==> src/rtl/nes_joypad_poller.sv <==
// nes_joypad_poller: periodic NES controller reader producing a registered button byte
module nes_joypad_poller #(
    parameter int C_half_cycles   = 128,
    parameter int C_strobe_cycles = 256,
    parameter int C_poll_cycles   = 357955
) (
    input  logic       clock,
    input  logic       resetn,
    input  logic       enable,
    input  logic       joy_data,
    output logic       joy_strobe,
    output logic       joy_clock,
    output logic [7:0] buttons,
    output logic       present,
    output logic       valid
);
    localparam int PW  = $clog2(C_poll_cycles);
    localparam int PHW = $clog2(C_strobe_cycles > C_half_cycles ? C_strobe_cycles : C_half_cycles);

    typedef enum logic [2:0] {IDLE, STROBE, BIT0, CLK_HI, CLK_LO, UPDATE} state_t;

    state_t           state;
    logic [1:0]       sync_q;
    logic [PW-1:0]    period;
    logic [PHW-1:0]   phase;
    logic [2:0]       bit_cnt;
    logic [7:0]       shreg;
    logic             wrap, half_end, strobe_end, sample;

    assign wrap       = period == PW'(C_poll_cycles - 1);
    assign half_end   = phase == PHW'(C_half_cycles - 1);
    assign strobe_end = phase == PHW'(C_strobe_cycles - 1);
    assign sample     = sync_q[1];

    // two-flop synchronizer; resets to the idle pulled-up level
    always_ff @(posedge clock or negedge resetn)
        if (!resetn) sync_q <= 2'b11;
        else         sync_q <= {sync_q[0], joy_data};

    // free-running poll period counter
    always_ff @(posedge clock or negedge resetn)
        if (!resetn) period <= '0;
        else         period <= wrap ? '0 : period + 1'b1;

    // poll sequencer: strobe, bit 0 window, eight clock pulses, then one update cycle
    always_ff @(posedge clock or negedge resetn) begin
        if (!resetn) begin
            state      <= IDLE;
            phase      <= '0;
            bit_cnt    <= '0;
            shreg      <= '0;
            joy_strobe <= 1'b0;
            joy_clock  <= 1'b0;
            buttons    <= 8'h00;
            present    <= 1'b0;
            valid      <= 1'b0;
        end else begin
            case (state)
                IDLE: if (wrap && enable) begin
                    state      <= STROBE;
                    joy_strobe <= 1'b1;
                    phase      <= '0;
                end
                STROBE: if (strobe_end) begin
                    state      <= BIT0;
                    joy_strobe <= 1'b0;
                    phase      <= '0;
                end else phase <= phase + 1'b1;
                BIT0: if (half_end) begin
                    shreg     <= {~sample, shreg[7:1]};
                    state     <= CLK_HI;
                    joy_clock <= 1'b1;
                    bit_cnt   <= '0;
                    phase     <= '0;
                end else phase <= phase + 1'b1;
                CLK_HI: if (half_end) begin
                    state     <= CLK_LO;
                    joy_clock <= 1'b0;
                    phase     <= '0;
                end else phase <= phase + 1'b1;
                CLK_LO: if (half_end) begin
                    phase <= '0;
                    if (bit_cnt == 3'd7) begin
                        present <= ~sample;
                        buttons <= sample ? 8'h00 : shreg;
                        valid   <= 1'b1;
                        state   <= UPDATE;
                    end else begin
                        shreg     <= {~sample, shreg[7:1]};
                        bit_cnt   <= bit_cnt + 1'b1;
                        joy_clock <= 1'b1;
                        state     <= CLK_HI;
                    end
                end else phase <= phase + 1'b1;
                UPDATE: begin
                    valid <= 1'b0;
                    state <= IDLE;
                end
                default: state <= IDLE;
            endcase
        end
    end
endmodule

==> config.mk <==
export PLATFORM = sky130hd
export DESIGN_NAME = nes_joypad_poller
export DESIGN_NICKNAME = d
export VERILOG_FILES = /design/src/rtl/nes_joypad_poller.sv
export SDC_FILE = /design/constraint.sdc
export NUM_CORES = 1
export LEC_CHECK = 0
export ABC_AREA = 1
export CORE_UTILIZATION = 54
export CTS_BUF_LIST = sky130_fd_sc_hd__clkbuf_16
export DETAILED_ROUTE_END_ITERATION = 7
export PLACE_DENSITY = 0.76
export SLEW_MARGIN = 20
export SYNTH_ARGS = -nofsm -noshare
export SYNTH_HDL_FRONTEND = slang
export SYNTH_SLANG_ARGS = --single-unit
==> constraint.sdc <==
create_clock -name clock -period 1.35 [get_ports clock]
set_input_delay 0.405 -clock clock [delete_from_list [all_inputs] [get_ports clock]]
set_output_delay 0.405 -clock clock [all_outputs]
set_load 0.02 [all_outputs]
Word level (Yosys, flattened, before mapping)
Cells that the tools add are included.
{ "classes": {"n_reduce_logical": 15, "mux": 32, "bitwise": 1, "add_sub_neg": 3, "eq_ne": 16} }
{ "op_table": {"columns": ["cell", "n"], "rows": [
  ["8-bit two-way mux", 7],
  ["3-bit two-way mux", 9],
  ["8-bit one-hot mux with 3 select lines", 1],
  ["19-bit by 1-bit adder with 19-bit output (second input constant)", 1],
  ["19-bit == test (second input constant)", 1],
  ["19-bit two-way mux", 1],
  ["8-bit one-hot mux with 2 select lines", 1],
  ["3-bit one-hot mux with 5 select lines", 1],
  ["2-bit inequality test (second input constant)", 7],
  ["5-bit AND reduction", 2],
  ["3-bit == test (second input constant)", 3],
  ["3-bit AND reduction", 3],
  ["8-bit by 1-bit adder with 8-bit output (second input constant)", 1],
  ["8-bit by 7-bit == test with 1-bit output (second input constant)", 1],
  ["8-bit == test (second input constant)", 1],
  ["1-bit two-way mux", 8],
  ["3-bit by 2-bit == test with 1-bit output (second input constant)", 2],
  ["3-bit one-hot mux with 2 select lines", 1],
  ["2-bit nonzero test", 3],
  ["3-bit nonzero test", 2],
  ["1-bit one-hot mux with 2 select lines", 2],
  ["4-bit AND reduction", 1],
  ["3-bit by 1-bit adder with 3-bit output (second input constant)", 1],
  ["3-bit by 1-bit == test with 1-bit output (second input constant)", 1],
  ["other kinds (6)", 6]
]} }
{ "totals": {"out_inout_bits": 12, "input_bits": 4, "elab_cells": 78, "ff_bits": 55} }

Longest topological paths before layout
Gate-level depths: netlist of run 1.
{ "logic_depth": {"depth_word": 4, "mapped_depth": 11, "ltp_nobuf": 11} }

Worst setup path after synthesis of run 1
Ideal clock, no wire load.
{ "synth_timing": {"path_kind": "reg2reg", "from": "register phase[0]", "to": "register shreg[1]", "setup_ps": 117, "stages_incl_launch_ff": 9, "arrival_time_ps": 1355, "synth_period_minus_slack_ps": 1472, "t_required_ps": 1233, "slack_ps": -122, "path_buffers": 1, "cell_sequence": "dfrtp_1 ha_1 nand2_2 nor2_4 nand3_4 a21o_1 buf_6 nand2_2 o21ai_2"} }
{ "synth_via": {"elab_chain_cells": 3, "elab_cells_between_ends": 4, "classes_between": "eq/ne: 3; reduce/logical: 1"} }
{ "synth_rtl": {"columns": ["element", "line", "text"], "rows": [
  ["start: declaration", "25", "logic [PHW-1:0] phase;"],
  ["start signal: assignment", "68", "end else phase <= phase + 1'b1;"],
  ["start signal: assignment", "75", "end else phase <= phase + 1'b1;"],
  ["start signal: assignment", "80", "end else phase <= phase + 1'b1;"],
  ["8-bit by 7-bit == test with 1-bit output (*)", "31", "assign half_end = phase == PHW'(C_half_cycles - 1);"],
  ["2-bit inequality test (no line)", null, null],
  ["4-bit AND reduction (no line) (*)", null, null],
  ["end signal: assignment", "70", "shreg <= {~sample, shreg[7:1]};"],
  ["end signal: assignment", "89", "shreg <= {~sample, shreg[7:1]};"],
  ["end: declaration", "27", "logic [7:0] shreg;"]
]} }
Every way passes the cells marked *; elsewhere a longest branch is shown, timed or not.
A chain may end at the register's enable or synchronous reset.

Final worst setup path of run 1
{ "layout_timing": {"from": "register phase[1]", "to": "register state[0]"} }
{ "layout_via": {"elab_chain_cells": 3, "elab_cells_between_ends": 7, "classes_between": "eq/ne: 6; reduce/logical: 1"} }
{ "layout_rtl": {"columns": ["element", "line", "text"], "rows": [
  ["8-bit by 7-bit == test with 1-bit output / 8-bit == test (equally long branches)", "31, 32", null],
  ["2-bit inequality test (no line)", null, null],
  ["5-bit AND reduction (no line) (*)", null, null],
  ["end signal: assignment", "48", "state <= IDLE;"],
  ["end signal: assignment", "60", "state <= STROBE;"],
  ["end signal: assignment", "65", "state <= BIT0;"],
  ["end: declaration", "22", "state_t state;"]
]} }
Marks and branches as above.

==> results.md, run 1 <==
- Worst slack at placement: -0.191 ns
- Multi-input gate area: 1600 um2
- FF+latch count, synth: 55
- Vias: approximately 2800
- Initial Util: 56.7%
- Initial antenna violation count: 0
- Worst EP required: 1.53 ns
- Vias in the first global route: 2611
- Sw Ratio: 20.9%
- Post-synth top flop: dfrtp_1
- DRC Markers: 0
- Post-layout min period: 1.54 ns
- Tightest Pin Transition: 0.298 ns
- Failing checks: negative setup slack
- Clk pwr share: 47.4%
- Die Wd: ~76 um
- Area growth from synthesis to layout: 41.1%
- Hold_buf cts: 0
- Slowest-stage cell, CP: dfrtp_1
- CP arrival: between 1.5 and 2 ns
- Area of the die: 5730 um2
- Sequential share of power: approximately 50%
- H-tree levels: 2
- Power Dens Cells: roughly 780 nW/um2
- Most instantiated library cell after synthesis: nand2_1
- Area of the core: between 5000 and 6000 um2
- TritonCTS Buffers: 5
- 1st-pass router iterations: 4
- P_int: 2560 uW
- CP bufs+invs: 2
- R2R setup slack: -0.19 ns
- DP HPWL: about 4.6 mm
- Final Wtd Congestion: approximately 0.9
- Combinational Power Share: 1.6%
- Clock-pin slew of the registers on the worst-case setup and hold paths: 0.07 ns
- Mapped Area: 2940 um2
- TritonCTS clock tree: yes
- Delay-heaviest family, CP: simple AND/OR/NAND/NOR gates
- Post-synthesis async set-or-reset flop share: between 90% and 100%
- Syn Inst Count: between 300 and 400
- Avg Synthesized Cell Area: between 7 and 8 um2
- Seq/Total Area, Yosys: ~47%
- Crit. End Element: flop
- I/O Buffers: 15
- R2r startpoint: phase[1]$_DFFE_PN0P_
- Tot GR Track Use: 27.6%
- Per-cell routed wire length: 14.6 um
- Clock sink total: between 50 and 60
- Outcome: finished, violations left
- Die Y: 75.7 um
- Normalized max-slew margin: approximately 80%
- Reg2reg path depth: 11
- Peak supply drop: 0.000778 V
- Flip-flop and latch area: 1380 um2
- Syn_nets: 385
- Vias/cell: 5.22
- Total Wirelength: 7.72 mm
- Layout Cells excl Fill: 530
- Tcrit/Tclk final: 114%
- Final worst slack: -0.192 ns
- Fin. max-slew vios: 0
- HP Class: input port to asynchronous set/reset pin
- Max incr delay on CP: 0.36 ns
- Antenna diodes: 0
- Root Buffer: clkbuf_16
- CP Cell Sequence: ha_2, nand2_2, nor2_4, nand3_4, buf_6, nand2_4, nand2_4, inv_4, nand2_1, nand2_1, nand2_1
- Leak pwr: 0.00204 uW
- Final #Nets: 468
- RSZ-0062 raised after global routing: true
- TNS Setup: -5.11 ns
- Post-synth EDFFs: 0
- Final setup viols: 46
- Post-placement cell count: ~510
- Synth cell types: 30
- Clk_lat worst skew: approximately 0.3 ns
- Fin. Hold Viols: 0
- Synth warn: 0
- Yosys top cell by area: dfrtp_1
- Crit Path Max Fanout: 4
- Worst R2R End: state[0]$_DFFE_PN0P_
- Num rows: 26
- IO Count: 16
- Starting DRC count in detailed routing: 145
- Skew final: 0.0105 ns
- WS Path Type: flop to flop
- Most numerous cell on the critical path: nand2_1
- CP Launch Type: flop
- Total of max-cap violations: 0
- Largest net degree at the start of global routing: 56
- Post-synth top area share: between 40% and 50%
- Layout cells sized above 1: between 40 and 50%
- F_max: 649 MHz
- Final ANT Viol Nets: 0
- Fillcell total: 322
- Synth area leaders: dfrtp_1, nand2_1, nor2_1
- First-pass GRT wire length: about 12 mm
- Bufs on Longest Clock Path: 2
- Gr ovfl total: 0
- Synth cell count leaders: nand2_1, nor2_1, dfrtp_1, inv_1, nand3_1
- Sw Pwr: 676 uW
[worst reg2reg max path, stage by stage (launching register included)]
cell and delay, ns:
dfrtp_1 0.36, ha_2 0.19, nand2_2 0.07, nor2_4 0.14
nand3_4 0.12, buf_6 0.15, nand2_4 0.06, nand2_4 0.07
inv_4 0.08, nand2_1 0.05, nand2_1 0.07, nand2_1 0.06
[cell type report]
class	instances	share of cell area, %
inverters	55	5.11
repair buffers	81	16.6
multi-input cells	261	38.6
flip-flops and latches	55	33.4
clock buffers	5	3.02
well taps	70	2.11
clock inverters	3	1.21
[power groups by stage]
stage	logic [uW]	registers [uW]	clock network, uW
floorplan	1.12	1690	0
global placement	50.7	1690	0
detailed placement	50.9	1690	0
CTS	51.7	1650	1550
global route	60.2	1650	1610
finish	50.8	1650	1530
[registers in the layout, summed over array words and instances (netlist names)]
name        cells
period         19
buttons         8
phase           8
shreg           8
bit_cnt         3
state           3
sync_q          2
joy_clock       1
joy_strobe      1
present         1
valid           1
[placed cells by master (no fill, tap or decap), types with 2 or more instances in the layout]
master,instances
nand2_1,75
nand2_2,23
ha_4,3
buf_6,13
buf_2,13
nor3_1,4
nand3_2,9
buf_12,3
buf_4,49
o21ai_2,18
nor2_4,3
or2_2,2
inv_4,2
inv_1,45
nand2_4,6
o21ai_0,3
o21ai_1,9
dfrtp_1,51
nor2_2,16
dfrtp_2,2
inv_2,8
a21oi_1,3
ha_2,2
nand4_1,7
nand3_1,18
clkdlybuf4s50_1,2
dfstp_2,2
xor2_1,9
nor2_1,38
clkbuf_16,5
xnor2_1,2
nor3_2,3
[kinds of logic (layout without fill, tap and decap cells)]
family                   after synthesis  count (layout)  synth area share, %
AO/OA/AOI/OAI                         37              37                 7.97
XOR/XNOR                              12              12                 3.58
adder cells (fa/ha/maj)                5               5                 2.13
buffers and inverters                 60             144                 8.35
flip-flops                            55              55                 47.0
AND/OR/NAND/NOR                      207             207                 31.0
[worst max-delay path by stage]
stage / startpoint / endpoint / slack [ns] / cells after the start
after CTS: phase[1]$_DFFE_PN0P_ / state[0]$_DFFE_PN0P_ / -0.17 / 11
after global routing: phase[0]$_DFFE_PN0P_ / state[0]$_DFFE_PN0P_ / -0.28 / 11
after detailed placement: phase[1]$_DFFE_PN0P_ / shreg[1]$_DFFE_PN0P_ / -0.19 / 8
final: phase[1]$_DFFE_PN0P_ / state[0]$_DFFE_PN0P_ / -0.19 / 11
after floorplan: phase[0]$_DFFE_PN0P_ / shreg[1]$_DFFE_PN0P_ / -0.12 / 8
after global placement: phase[0]$_DFFE_PN0P_ / shreg[6]$_DFFE_PN0P_ / -0.15 / 8
[stage by stage]
step / cell area, um2 / utilization, % / hold slack [ns] / total power (uW)
6_report: 4140 / 80.1 / 0.0878 / 3240
5_1_grt: 4140 / 80.1 / 0.126 / 3320
4_1_cts: 3960 / 76.5 / 0.110 / 3250
3_5_place_dp: 3550 / 68.6 / 0.352 / 1740
3_3_place_gp: 3550 / 68.6 / 0.346 / 1740
2_1_floorplan: 2950 / - / 0.109 / 1690
[timing repair]
item                       CTS  global route
setup buffers               10             7
setup endpoints to repair   54            59
gates cloned                 1             0
pin swaps                   34            30
gates resized for setup     97            58
[routing by layer]
layer	track usage, %	share of wire [%]	vias to the layer above
met4	12.8	2.4	0
met5	0	0	-
met1	33.4	42	1353
li1	-	-	1349
met3	5.03	3.0	15
met2	47.8	52	52
(Power assumes the default switching activity.)
==> run 2, diff against run 1 <==
CORE_UTILIZATION = 55   (was 54)
MAX_ROUTING_LAYER = met4   (was unset)
PLACE_DENSITY = 0.74   (was 0.76)
clock period = 1.71 ns   (was 1.35 ns; I/O delays follow)
==> run 2 against run 1 <==
The flow now finishes without violations. Power decreased by 27%. Global-route usage shrank 3.6 points. Fmax shrank 4.1%. Critical path type unchanged. Critical endpoint is now shreg[6]$_DFFE_PN0P_. Largest cell class is now registers.
==> results.md, run 2 (synthesis results as in run 1) <==
- Outcome: finished, final reports clean
- Clock-pin slew of the registers on the worst-case setup and hold paths: 0.07 ns (about the same)
- Final setup viols: 0 (-100%)
- Initial antenna violation count: 0 (unchanged)
- Antenna diodes: 0 (unchanged)
- Clock sink total: 55 (unchanged)
- R2R setup slack: 0.10 ns (+0.29 ns)
- First-pass GRT wire length: 9.79 mm (-16%)
- CP Launch Type: flop
- Tightest Pin Transition: 0.326 ns (+0.0273 ns)
- Fin. max-slew vios: 0 (unchanged)
- WS Path Type: flop to flop
- Gr ovfl total: 0 (unchanged)
- CP arrival: 1.80 ns (+0.08 ns)
- Hold_ws: 0.207 ns (+0.119 ns)
- Skew final: 0.0108 ns (+0.000350 ns)
- H-tree levels: 2 (unchanged)
- Vias: 2520 (-9.0%)
- Clk_lat worst skew: 0.30 ns (about the same)
- Initial Util: 57.5% (+0.72 points)
- Tcrit/Tclk final: 94.1% (-20 points)
- Per-cell routed wire length: 12.7 um (-13%)
- Num rows: 26 (unchanged)
- Die Wd: 75.1 um (-0.88%)
- Worst EP required: 1.90 ns (+0.37 ns)
- Commonest non-fill, non-tap cell in the layout: nand2_1
- DP HPWL: 4.28 mm (-7.6%)
- HP Class: input port to asynchronous set/reset pin
- Vias in the first global route: 2290 (-12%)
- Max reg flops: 19 (unchanged)
- Starting DRC count in detailed routing: 221 (+52%)
- Die Y: 75.1 um (-0.88%)
- I/O Buffers: 15 (unchanged)
- Area of the die: 5630 um2 (-1.8%)
- Normalized max-slew margin: 78.2% (-1.8 points)
- Finished Core Util: 67.3% (-13 points)
- R2r startpoint: phase[1]$_DFFE_PN0P_
- 1st-pass router iterations: 5 (+1)
- Tot GR Track Use: 24.0% (-3.6 points)
- Most frequent cells in the layout: nand2_1, nor2_1, dfrtp_1
- TritonCTS clock tree: yes
- Root Buffer: clkbuf_16
- Vias/cell: 5.24 (+0.28%)
- Leak pwr: 0.00175 uW (-14%)
- Total of max-cap violations: 0 (unchanged)
- Fillcell total: 448 (+39%)
- Final Wtd Congestion: 0.900 (-1.1%)
- Worst R2R End: shreg[6]$_DFFE_PN0P_
- Total Wirelength: 6.13 mm (-21%)
- Tot Pwr: 2360 uW (-27%)
- Hold_buf cts: 0 (unchanged)
- Area growth from synthesis to layout: 17.1%
- Final worst slack: 0.102 ns (+0.293 ns)
- Fin. Hold Viols: 0 (unchanged)
- Bufs on Longest Clock Path: 2 (unchanged)
- Layout cells sized above 1: 16.1% (-25 points)
- Layout Cells excl Fill: 481 (-9.2%)
- DRC Markers: 0 (unchanged)
- Largest net degree at the start of global routing: 56 (unchanged)
- Worst slack at placement: 0.0598 ns (+0.251 ns)
- Post-placement cell count: 469 (-7.1%)
- Post-layout min period: 1.61 ns (+0.0667 ns)
- Final #Nets: 419 (-10%)
- Final ANT Viol Nets: 0 (unchanged)
- TritonCTS Buffers: 5 (unchanged)
- IO Count: 16 (unchanged)
- F_max: 622 MHz (-4.1%)
- Area of the core: 5110 um2 (-1.3%)
- Reg2reg path depth: 8 (-3)
- Power Dens Cells: 688 nW/um2 (-12%)
- Peak supply drop: 0.000672 V (-14%)
- Crit. End Element: flop
- Crit Path Max Fanout: 18 (+14)
- Largest Register: period
-- run 2: cell count changes in the layout (fill, tap and decap cells not counted), sizes merged --
cell         before  now
buf              79   17
dlygate4sd2       0   12
bufinv            1    0
clkinv            0    1
nand3            28   29
-- run 2: worst max-delay path, cell delays in order, from the launching register on --
cell and delay, ns:
dfrtp_1 0.37, ha_1 0.20, nand2_2 0.09, nor2_4 0.18, nand3_4 0.14, a21o_4 0.24, buf_12 0.16, nand2_2 0.07
o21ai_2 0.04
-- run 2: cell type report --
cell class                 count  area [um2]  share of cell area [%]
sequential                    55        1380                    40.1
multi-input combinational    262        1340                    39.0
timing repair buffer          31         275                    8.01
inverter                      55         206                    6.01
clock buffer                   5         125                    3.64
tap                           70        87.6                    2.55
clock inverter                 3        21.3                   0.619
-- run 2: layer usage --
layer	wire, um	part of all wire, %	global-route usage [%]	vias up
li1	-	-	-	1244
met1	2890	47	30.8	1201
met2	2900	47	37.4	63
met3	239	3.9	6.16	12
met4	99	1.6	7.55	0
met5	0	0	-	-
-- run 2: metrics by stage --
step | setup TNS [ns] | cell area, um2
5_1_grt | -0.00332 | 3440
6_report | 0 | 3440
2_1_floorplan | 0 | 2940
3_3_place_gp | 0 | 3250
4_1_cts | 0 | 3380
3_5_place_dp | 0 | 3250
-- run 2: how the worst max path moves through the flow --
stage / startpoint / to / cells past startpoint
detailed placement: phase[1]$_DFFE_PN0P_ / bit_cnt[2]$_DFFE_PN0P_ / 8
CTS: phase[1]$_DFFE_PN0P_ / shreg[6]$_DFFE_PN0P_ / 8
global route: phase[1]$_DFFE_PN0P_ / buttons[7]$_DFFE_PN0P_ / 7
floorplan: phase[0]$_DFFE_PN0P_ / shreg[1]$_DFFE_PN0P_ / 8
finish: phase[1]$_DFFE_PN0P_ / shreg[6]$_DFFE_PN0P_ / 8
global placement: phase[1]$_DFFE_PN0P_ / shreg[0]$_DFFE_PN0P_ / 8
-- run 2: repair_timing --
| item | CTS | global route |
|---|---|---|
| setup endpoints to repair | 12 | 21 |
| gates resized for setup | 12 | 5 |
| setup buffers | 0 | 3 |
| pin swaps | 0 | 2 |
| gates cloned | 0 | 1 |
-- run 2: report_power, final --
part,internal (uW),switching [uW]
registers,1300,1.46
clock network,549,472
logic,9.87,27.0
